[src/rtl/vault_pkg.sv]
// Shared types and constants for the vault phase controller: FSM states,
// cur_phase codes, checker bit positions and the registered output bundle.
package vault_pkg;

    localparam int DEF_MAX_ATTEMPTS   = 3;
    localparam int DEF_PHASE_TIMEOUT  = 32;
    localparam int DEF_LOCKOUT_CYCLES = 64;

    localparam int NUM_PHASES = 4;

    // Checker bit positions within phase_done / phase_fail / phase_en
    localparam int PH_CODE   = 0;
    localparam int PH_SWITCH = 1;
    localparam int PH_MAZE   = 2;
    localparam int PH_PLATE  = 3;

    localparam logic [2:0] CP_IDLE  = 3'd0;
    localparam logic [2:0] CP_TLOCK = 3'd5;
    localparam logic [2:0] CP_DONE  = 3'd6;
    localparam logic [2:0] CP_LOCK  = 3'd7;

    typedef enum logic [2:0] {
        ST_IDLE,
        ST_CLR,
        ST_RUN,
        ST_TLOCK,
        ST_DONE,
        ST_LOCKOUT
    } state_t;

    typedef struct packed {
        logic [NUM_PHASES-1:0] phase_en;
        logic                  phase_clr;
        logic                  tl_start;
        logic [2:0]            cur_phase;
        logic                  all_done;
        logic                  lockout;
    } ctrl_out_t;

    function automatic logic [NUM_PHASES-1:0] phase_onehot(input logic [1:0] idx);
        return NUM_PHASES'(1) << idx;
    endfunction

    function automatic logic [2:0] phase_code(input logic [1:0] idx);
        return 3'({1'b0, idx}) + 3'd1;
    endfunction

endpackage

[src/rtl/vault_timer.sv]
// Up-counter with synchronous clear and run-time limit; expire is high while
// the count sits on the limit. Shared by phase timeout and lockout timing.
module vault_timer #(
    parameter int W = 7
) (
    input  logic         clk,
    input  logic         reset,
    input  logic         load,
    input  logic         en,
    input  logic [W-1:0] limit,
    output logic         expire
);

    logic [W-1:0] cnt;

    always_ff @(posedge clk) begin
        if (!reset)
            cnt <= '0;
        else if (load)
            cnt <= '0;
        else if (en && !expire)
            cnt <= cnt + 1'b1;
    end

    assign expire = (cnt == limit);

endmodule

[src/rtl/vault_phase_ctrl.sv]
// Vault run sequencer: walks four checker phases, then the time-lock, with a
// shared timer bounding each phase and the post-failure lockout.
module vault_phase_ctrl
    import vault_pkg::*;
#(
    parameter int MAX_ATTEMPTS   = DEF_MAX_ATTEMPTS,
    parameter int PHASE_TIMEOUT  = DEF_PHASE_TIMEOUT,
    parameter int LOCKOUT_CYCLES = DEF_LOCKOUT_CYCLES
) (
    input  logic       clk,
    input  logic       reset,
    input  logic       start,
    input  logic [3:0] phase_done,
    input  logic [3:0] phase_fail,
    input  logic       tl_done,
    output logic [3:0] phase_en,
    output logic       phase_clr,
    output logic       tl_start,
    output logic [2:0] cur_phase,
    output logic [1:0] attempts_left,
    output logic       all_done,
    output logic       lockout
);

    localparam int TMR_MAX = (PHASE_TIMEOUT > LOCKOUT_CYCLES) ? PHASE_TIMEOUT : LOCKOUT_CYCLES;
    localparam int TW      = $clog2(TMR_MAX + 1);

    state_t    state, nxt_state;
    logic [1:0] idx, nxt_idx;
    logic [1:0] att, nxt_att;
    ctrl_out_t out_q, nxt_out;

    logic          tmr_load, tmr_en, tmr_expire;
    logic [TW-1:0] tmr_limit;
    logic          cur_done, cur_fail;

    vault_timer #(.W(TW)) u_timer (
        .clk    (clk),
        .reset  (reset),
        .load   (tmr_load),
        .en     (tmr_en),
        .limit  (tmr_limit),
        .expire (tmr_expire)
    );

    // Only the active checker's status bits matter; the rest are ignored.
    assign cur_done = phase_done[idx];
    assign cur_fail = phase_fail[idx];

    always_comb begin
        nxt_state = state;
        nxt_idx   = idx;
        nxt_att   = att;
        tmr_en    = 1'b0;
        tmr_limit = TW'(PHASE_TIMEOUT - 1);

        case (state)
            ST_IDLE: begin
                if (start) begin
                    nxt_state = ST_CLR;
                    nxt_idx   = 2'd0;
                end
            end
            ST_CLR: nxt_state = ST_RUN;
            ST_RUN: begin
                tmr_en = 1'b1;
                // Fail dominates a simultaneous done; done beats a timeout.
                if (cur_fail || (!cur_done && tmr_expire)) begin
                    if (att <= 2'd1) begin
                        nxt_att   = 2'd0;
                        nxt_state = ST_LOCKOUT;
                    end else begin
                        nxt_att   = att - 2'd1;
                        nxt_idx   = 2'd0;
                        nxt_state = ST_CLR;
                    end
                end else if (cur_done) begin
                    if (idx == 2'd3) begin
                        nxt_state = ST_TLOCK;
                    end else begin
                        nxt_idx   = idx + 2'd1;
                        nxt_state = ST_CLR;
                    end
                end
            end
            ST_TLOCK: begin
                if (tl_done)
                    nxt_state = ST_DONE;
            end
            ST_DONE: nxt_state = ST_DONE;
            ST_LOCKOUT: begin
                tmr_en    = 1'b1;
                tmr_limit = TW'(LOCKOUT_CYCLES - 1);
                if (tmr_expire) begin
                    nxt_att   = 2'(MAX_ATTEMPTS);
                    nxt_state = ST_IDLE;
                end
            end
            default: nxt_state = ST_IDLE;
        endcase
    end

    // Every state change restarts the timer, so each phase and the lockout
    // begin counting from zero.
    assign tmr_load = (nxt_state != state);

    // Outputs are decoded from the next state and registered with it.
    always_comb begin
        nxt_out = '0;
        case (nxt_state)
            ST_CLR: begin
                nxt_out.phase_clr = 1'b1;
                nxt_out.cur_phase = phase_code(nxt_idx);
            end
            ST_RUN: begin
                nxt_out.phase_en  = phase_onehot(nxt_idx);
                nxt_out.cur_phase = phase_code(nxt_idx);
            end
            ST_TLOCK: begin
                nxt_out.tl_start  = (state != ST_TLOCK);
                nxt_out.cur_phase = CP_TLOCK;
            end
            ST_DONE: begin
                nxt_out.all_done  = 1'b1;
                nxt_out.cur_phase = CP_DONE;
            end
            ST_LOCKOUT: begin
                nxt_out.lockout   = 1'b1;
                nxt_out.cur_phase = CP_LOCK;
            end
            default: nxt_out.cur_phase = CP_IDLE;
        endcase
    end

    always_ff @(posedge clk) begin
        if (!reset) begin
            state <= ST_IDLE;
            idx   <= 2'd0;
            att   <= 2'(MAX_ATTEMPTS);
            out_q <= '0;
        end else begin
            state <= nxt_state;
            idx   <= nxt_idx;
            att   <= nxt_att;
            out_q <= nxt_out;
        end
    end

    assign phase_en      = out_q.phase_en;
    assign phase_clr     = out_q.phase_clr;
    assign tl_start      = out_q.tl_start;
    assign cur_phase     = out_q.cur_phase;
    assign all_done      = out_q.all_done;
    assign lockout       = out_q.lockout;
    assign attempts_left = att;

endmodule

[config.mk]
export PLATFORM = sky130hd
export DESIGN_NAME = vault_phase_ctrl
export DESIGN_NICKNAME = d
export VERILOG_FILES = /design/src/rtl/vault_pkg.sv /design/src/rtl/vault_timer.sv /design/src/rtl/vault_phase_ctrl.sv
export SDC_FILE = /design/constraint.sdc
export NUM_CORES = 1
export LEC_CHECK = 0
export CORE_AREA = 2 2 65 67
export DETAILED_ROUTE_END_ITERATION = 7
export DIE_AREA = 0 0 67 69
export DONT_BUFFER_PORTS = 1
export GPL_TIMING_DRIVEN = 0
export PLACE_DENSITY = 0.45
export SYNTH_ARGS = -nofsm -noshare
export SYNTH_HDL_FRONTEND = slang
export SYNTH_SLANG_ARGS = --single-unit
[constraint.sdc]
create_clock -name clk -period 2.6 [get_ports clk]
set_input_delay 0.26 -clock clk [delete_from_list [all_inputs] [get_ports clk]]
set_output_delay 0.26 -clock clk [all_outputs]
set_load 0.01 [all_outputs]
==> reports/metrics.cfg, run 1 <==
[status]
status = finished clean

[clocking]
clock_sinks = 25
cts_hold_buf = 0
clock_latency_ns = 0.27
clk_pin_slew_ns = 0.09
clockBufferDepth = 2
htree_levels = 1
cts-buffers-inserted = 3
cts_tree = built
postCtsSetupBuffers = 0
cts_root_buf = clkbuf_8

[logic_synthesis]
ys_ff_latch = 25
syn_inst = 144
async_reset_ff_share_pct = 0
ys_seq_area_share_pct = 38.0
ys_types = 49
synth_area_per_cell_sq_um = 9.16
synth_nets = 158
yosysWarningCount = 0
ys.flop_type = dfxtp_1
syn_area_sq_mm = 0.00132
synth_edf_count = 0

[power]
power_density_mw_per_mm2 = 511
leakagePower_nw = 0.500
power_mw = 0.734
vdd_drop_max_mv = 0.313

[cells_and_area]
drive_gt1_share_pct = 13.6
final_common_cell = dfxtp_1
antenna_cells = 0
finalNetCount = 162
layout_common_cells = dfxtp_1, nor2_1, nand2_1, and2_1, nor2b_1
final_area_sq_mm = 0.00144
syn_to_final_growth_pct = 9.01
fin_util_pct = 36.7

[timing]
drv_slew = 0
tightest_slew_ns = 0.647
finalSetupViolCount = 0
finalHoldViolCount = 0
grt_setup_unrepaired = no
fin_crit_ns = 2.40
fin_ws_ns = 0.200
period_share_pct = 92.3
fmax_mhz = 417
skew_ns = 0.00487
maxSlewHeadroom_pct = 56.7

[placement]
io_buffer_count = 0
place_ws_ns = -0.125
placed_cell_area_sq_mm = 0.00138
hpwl_mm = 2.21
gp_congestion = 0.848

[detailed_routing]
drt-initial-drc-count = 31
dr.pass1.iters = 4
vias = 1071
finalWirelength_mm = 2.89
vias_per_cell = 5.44
route.detailed.drc = 0
wire_per_inst_microns = 14.7
antenna_left = 0

[die]
core_area_sq_mm = 0.00391
die_width_microns = 67
die_area_sq_mm = 0.00462
row_count = 23
io-pin-count = 25
initial_core_util_pct = 33.7
fp.dieH_microns = 69

[critical_path]
reg2reg_slack_ns = 0.20
critPathMaxStageDelay_ns = 0.45
cp_max_fo = 8
crit_path_start = idx[1]$_SDFF_PN0_
crit_end = cur_phase[2]$_SDFF_PN0_
path_class = reg2reg
critPathLaunchType = flop
r2r_start = idx[1]$_SDFF_PN0_
cp.arrival_ns = 2.57
cp-end-kind = flop
worst-path-buf-inv = 0
cp_top_family = compound AO/OA/AOI/OAI gates
critPathRequiredTime_ns = 2.77
crit_chain = mux2_2 > mux2i_2 > a311oi_1 > a221o_2 > ha_1 > maj3_2 > o21a_1
timing.rr.end = cur_phase[2]$_SDFF_PN0_
cp_num_cells = 7
crit_slowest_cell = dfxtp_1
r2r.worst_path.cells = 7

[global_route]
grt_pass1_wl_mm = 5.00
track_usage_pct = 13.9
grt_max_degree = 16
grt_pass1_vias = 1000
antenna_found_initial = 0
grt-ovfl-total = 0

[run]
drv_cap = 0

[min_path]
hold_path_class = in2reg

## sequential cells by signal (all words and copies together) (netlist names)
name / cells
state: 3
all_done: 1
u_timer.cnt: 7
tl_start: 1
phase_clr: 1
idx: 2
phase_en: 4
attempts_left: 2
lockout: 1
cur_phase: 3
## timing repair
action / in CTS / in global routing
gates resized for setup: 1 / 3
pin swaps: 0 / 0
setup endpoints to repair: 2 / 3
## tightest hold or removal path: stages
cell	delay, ns
a22oi_1	0.04
o31ai_1	0.14
nor3_1	0.08
## per-layer routing
layer	share of wire, %	wire length (microns)	GRT usage, %	up-vias
met3	9.7	280	4.89	2
met5	0	0	0	-
met1	46	1320	19.1	499
li1	-	-	-	535
met2	44	1270	20.4	35
met4	0.83	24	4.31	0
## worst min-delay path by stage
stage               cells after the start  slack, ns                   startpoint                          end
floorplan                               1       0.49  u_timer.cnt[6]$_SDFFE_PP0P_  u_timer.cnt[6]$_SDFFE_PP0P_
global placement                        2       0.52  u_timer.cnt[1]$_SDFFE_PP0P_  u_timer.cnt[1]$_SDFFE_PP0P_
detailed placement                      2       0.53  u_timer.cnt[4]$_SDFFE_PP0P_  u_timer.cnt[4]$_SDFFE_PP0P_
CTS                                     3       0.29                      tl_done         phase_clr$_SDFF_PN0_
global route                            3       0.31                      tl_done         phase_clr$_SDFF_PN0_
finish                                  3       0.29                      tl_done         phase_clr$_SDFF_PN0_
## power by group
part           leakage, nW  switching (mW)  internal [mW]
Clock               0.0217           0.124          0.109
Combinational        0.275          0.0591         0.0384
Sequential           0.203         0.00952          0.395
## logic make-up after synthesis
family / Yosys count / synth area share, %
flops: 25 / 38.0
simple gates: 62 / 26.6
compound gates: 32 / 19.2
buf+inv: 10 / 3.13
mux: 7 / 7.12
xor+xnor: 5 / 3.32
fa+ha+maj: 3 / 2.75
## cells in the mapped netlist, drive strengths merged (2+ instances only)
library cell	n	area (sq um)
a211oi	2	15.0
a21oi	3	15.0
a22oi	2	15.0
a31oi	4	25.0
and2	8	50.1
buf	3	15.0
clkbuf	3	11.3
dfxtp	25	500
ha	2	25.0
inv	4	15.0
mux2	3	41.3
mux2i	3	30.0
nand2	11	41.3
nand2b	4	25.0
nand3	4	20.0
nand3b	3	22.5
nor2	14	52.6
nor2b	5	31.3
nor3	3	15.0
nor4b	2	23.8
o21a	2	15.0
o21ai	5	28.8
o31ai	3	22.5
xnor2	3	26.3
xor2	2	17.5
## stage by stage
stage | hold WS [ns] | cells | setup TNS [ns]
2_1_floorplan | 0.486 | 144 | 0
3_3_place_gp | 0.515 | 194 | -0.105
3_5_place_dp | 0.530 | 194 | -0.175
4_1_cts | 0.289 | 197 | 0
5_1_grt | 0.311 | 197 | 0
6_report | 0.291 | 197 | 0
## cell type report
class | count | area (sq um)
sequential | 25 | 502
tap | 50 | 62.6
inverter | 4 | 15.0
buffer | 5 | 22.5
clock buffer | 3 | 41.3
clock inverter | 1 | 7.51
multi-input combinational | 109 | 787
fill | 420 | 2480
Note: power is estimated with default switching activity, not from simulation.
==> run 2, diff against run 1 <==
--- a/config.mk
+++ b/config.mk
@@ -11,4 +11,4 @@
 export DONT_BUFFER_PORTS = 1
-export GPL_TIMING_DRIVEN = 0
 export PLACE_DENSITY = 0.45
+export SETUP_SLACK_MARGIN = 0.15
 export SYNTH_ARGS = -nofsm -noshare
==> constraint.sdc (replaced) <==
create_clock -name clk -period 2.6 [get_ports clk]
set_input_delay 0.39 -clock clk [delete_from_list [all_inputs] [get_ports clk]]
set_output_delay 0.39 -clock clk [all_outputs]
set_load 0.01 [all_outputs]
==> reports/metrics.cfg, run 2 (synthesis gave the netlist of run 1 again) <==
[status]
status = finished clean

[detailed_routing]
antenna_left = 0  ; unchanged
drt-initial-drc-count = 35  ; +13%
vias_per_cell = 5.39  ; -0.89%
dr.pass1.iters = 4  ; unchanged
finalWirelength_mm = 3.23  ; +12%
route.detailed.drc = 0  ; unchanged
vias = 1083  ; +1.1%
wire_per_inst_microns = 16.1  ; +9.6%

[critical_path]
cp-end-kind = flop
r2r_start = idx[1]$_SDFF_PN0_
critPathRequiredTime_ns = 2.78  ; about the same
cp.arrival_ns = 2.50  ; -0.07 ns
path_class = reg2reg
critPathLaunchType = flop
crit_path_start = idx[1]$_SDFF_PN0_
cp_max_fo = 8  ; unchanged

[run]
drv_cap = 0  ; unchanged

[clocking]
clockBufferDepth = 2  ; unchanged
cts_hold_buf = 0  ; unchanged
clock_sinks = 25  ; unchanged
clock_latency_ns = 0.28  ; about the same
cts_root_buf = clkbuf_8
htree_levels = 1  ; unchanged
cts-buffers-inserted = 3  ; unchanged
cts_tree = built
postCtsSetupBuffers = 0  ; unchanged
clk_pin_slew_ns = 0.10  ; about the same

[global_route]
grt_max_degree = 16  ; unchanged
grt-ovfl-total = 0  ; unchanged
track_usage_pct = 15.3  ; +1.3 points
antenna_found_initial = 0  ; unchanged
grt_pass1_vias = 1125  ; +13%
grt_pass1_wl_mm = 5.45  ; +9.1%

[min_path]
hold_path_class = in2reg
min_from = reset

[cells_and_area]
finalNetCount = 166  ; +2.5%
fin_cells = 201  ; +2.0%
largest_register_ffs = 7  ; unchanged
drive_gt1_share_pct = 19.9  ; +6.3 points
antenna_cells = 0  ; unchanged
final_common_cell = dfxtp_1
fin_util_pct = 38.5  ; +1.8 points
syn_to_final_growth_pct = 14.3
regMostFlops = u_timer.cnt
layout_common_cells = dfxtp_1, nor2_1, nand2_1, buf_4, and2_1
final_area_sq_mm = 0.00151  ; +4.9%
fill_cells = 433  ; +3.1%

[timing]
fmax_mhz = 431  ; +3.5%
maxSlewHeadroom_pct = 67.6  ; +11 points
skew_ns = 0.00428  ; -0.000589 ns
drv_slew = 0  ; unchanged
fin_ws_ns = 0.280  ; +0.0805 ns
period_share_pct = 89.2  ; -3.1 points
grt_setup_unrepaired = no
finalSetupTns_ns = 0  ; unchanged
whs_ns = 0.234  ; -0.0570 ns
fin_crit_ns = 2.32  ; -0.0805 ns
tightest_slew_ns = 0.480  ; -0.167 ns
finalSetupViolCount = 0  ; unchanged
finalHoldViolCount = 0  ; unchanged

[placement]
place_ws_ns = 0.174  ; +0.299 ns
io_buffer_count = 0  ; unchanged
place_inst = 197  ; +1.5%
hpwl_mm = 2.49  ; +13%
gp_congestion = 0.814  ; -4.0%
placed_cell_area_sq_mm = 0.00142  ; +3.0%

[die]
die_area_sq_mm = 0.00462  ; unchanged
core_area_sq_mm = 0.00391  ; unchanged
initial_core_util_pct = 33.7  ; unchanged
die_width_microns = 67  ; unchanged
fp.dieH_microns = 69  ; unchanged
row_count = 23  ; unchanged
io-pin-count = 25  ; unchanged

[power]
power_density_mw_per_mm2 = 507  ; -0.76%
vdd_drop_max_mv = 0.202  ; -35%
power_mw = 0.764  ; +4.1%
leakagePower_nw = 0.534  ; +6.9%

-- run 2: cell count changes in the layout (fill, tap and decap cells not counted), sizes merged --
cell	change
buf	+6
clkbuf	-2
-- run 2: area by class of cell --
class	instances	area [sq um]	area share, %
multi-input combinational	109	810	53.7
clock buffer	3	41.3	2.74
timing repair buffer	9	67.6	4.48
tap	50	62.6	4.15
clock inverter	1	7.51	0.498
sequential	25	504	33.4
inverter	4	15.0	0.996
-- run 2: worst max-delay path, stage by stage (launching register included) --
cell and delay, ns:
dfxtp_1 0.44, mux2_2 0.38, mux2_4 0.29, a2111oi_4 0.42
o21ai_2 0.20, maj3_2 0.32, o21a_1 0.17
-- run 2: what timing repair did --
item	in CTS	in global routing
endpoints found under the hold margin	0	0
gates resized for setup	1	8
pin swaps	0	1
endpoints found under the setup margin	1	6
-- run 2: power by group --
group	total, mW	internal (mW)	switching, mW
Clock	0.248	0.109	0.140
Combinational	0.110	0.0508	0.0592
Sequential	0.405	0.394	0.0115
-- run 2: path summary, 6_finish.rpt --
check	endpoint	slack, ns	cells past startpoint
max	cur_phase[2]$_SDFF_PN0_	0.28	6
min	state[1]$_SDFF_PN0_	0.23	1
max reg2reg	cur_phase[2]$_SDFF_PN0_	0.28	6
min reg2reg	u_timer.cnt[4]$_SDFFE_PP0P_	0.54	2
-- run 2: routing by layer --
metal	GRT usage [%]	share of wire (%)	up-vias
li1	-	-	539
met1	19.8	45	511
met2	24.2	47	29
met3	4.08	6.6	4
met4	4.76	1.1	0
met5	0	0	-
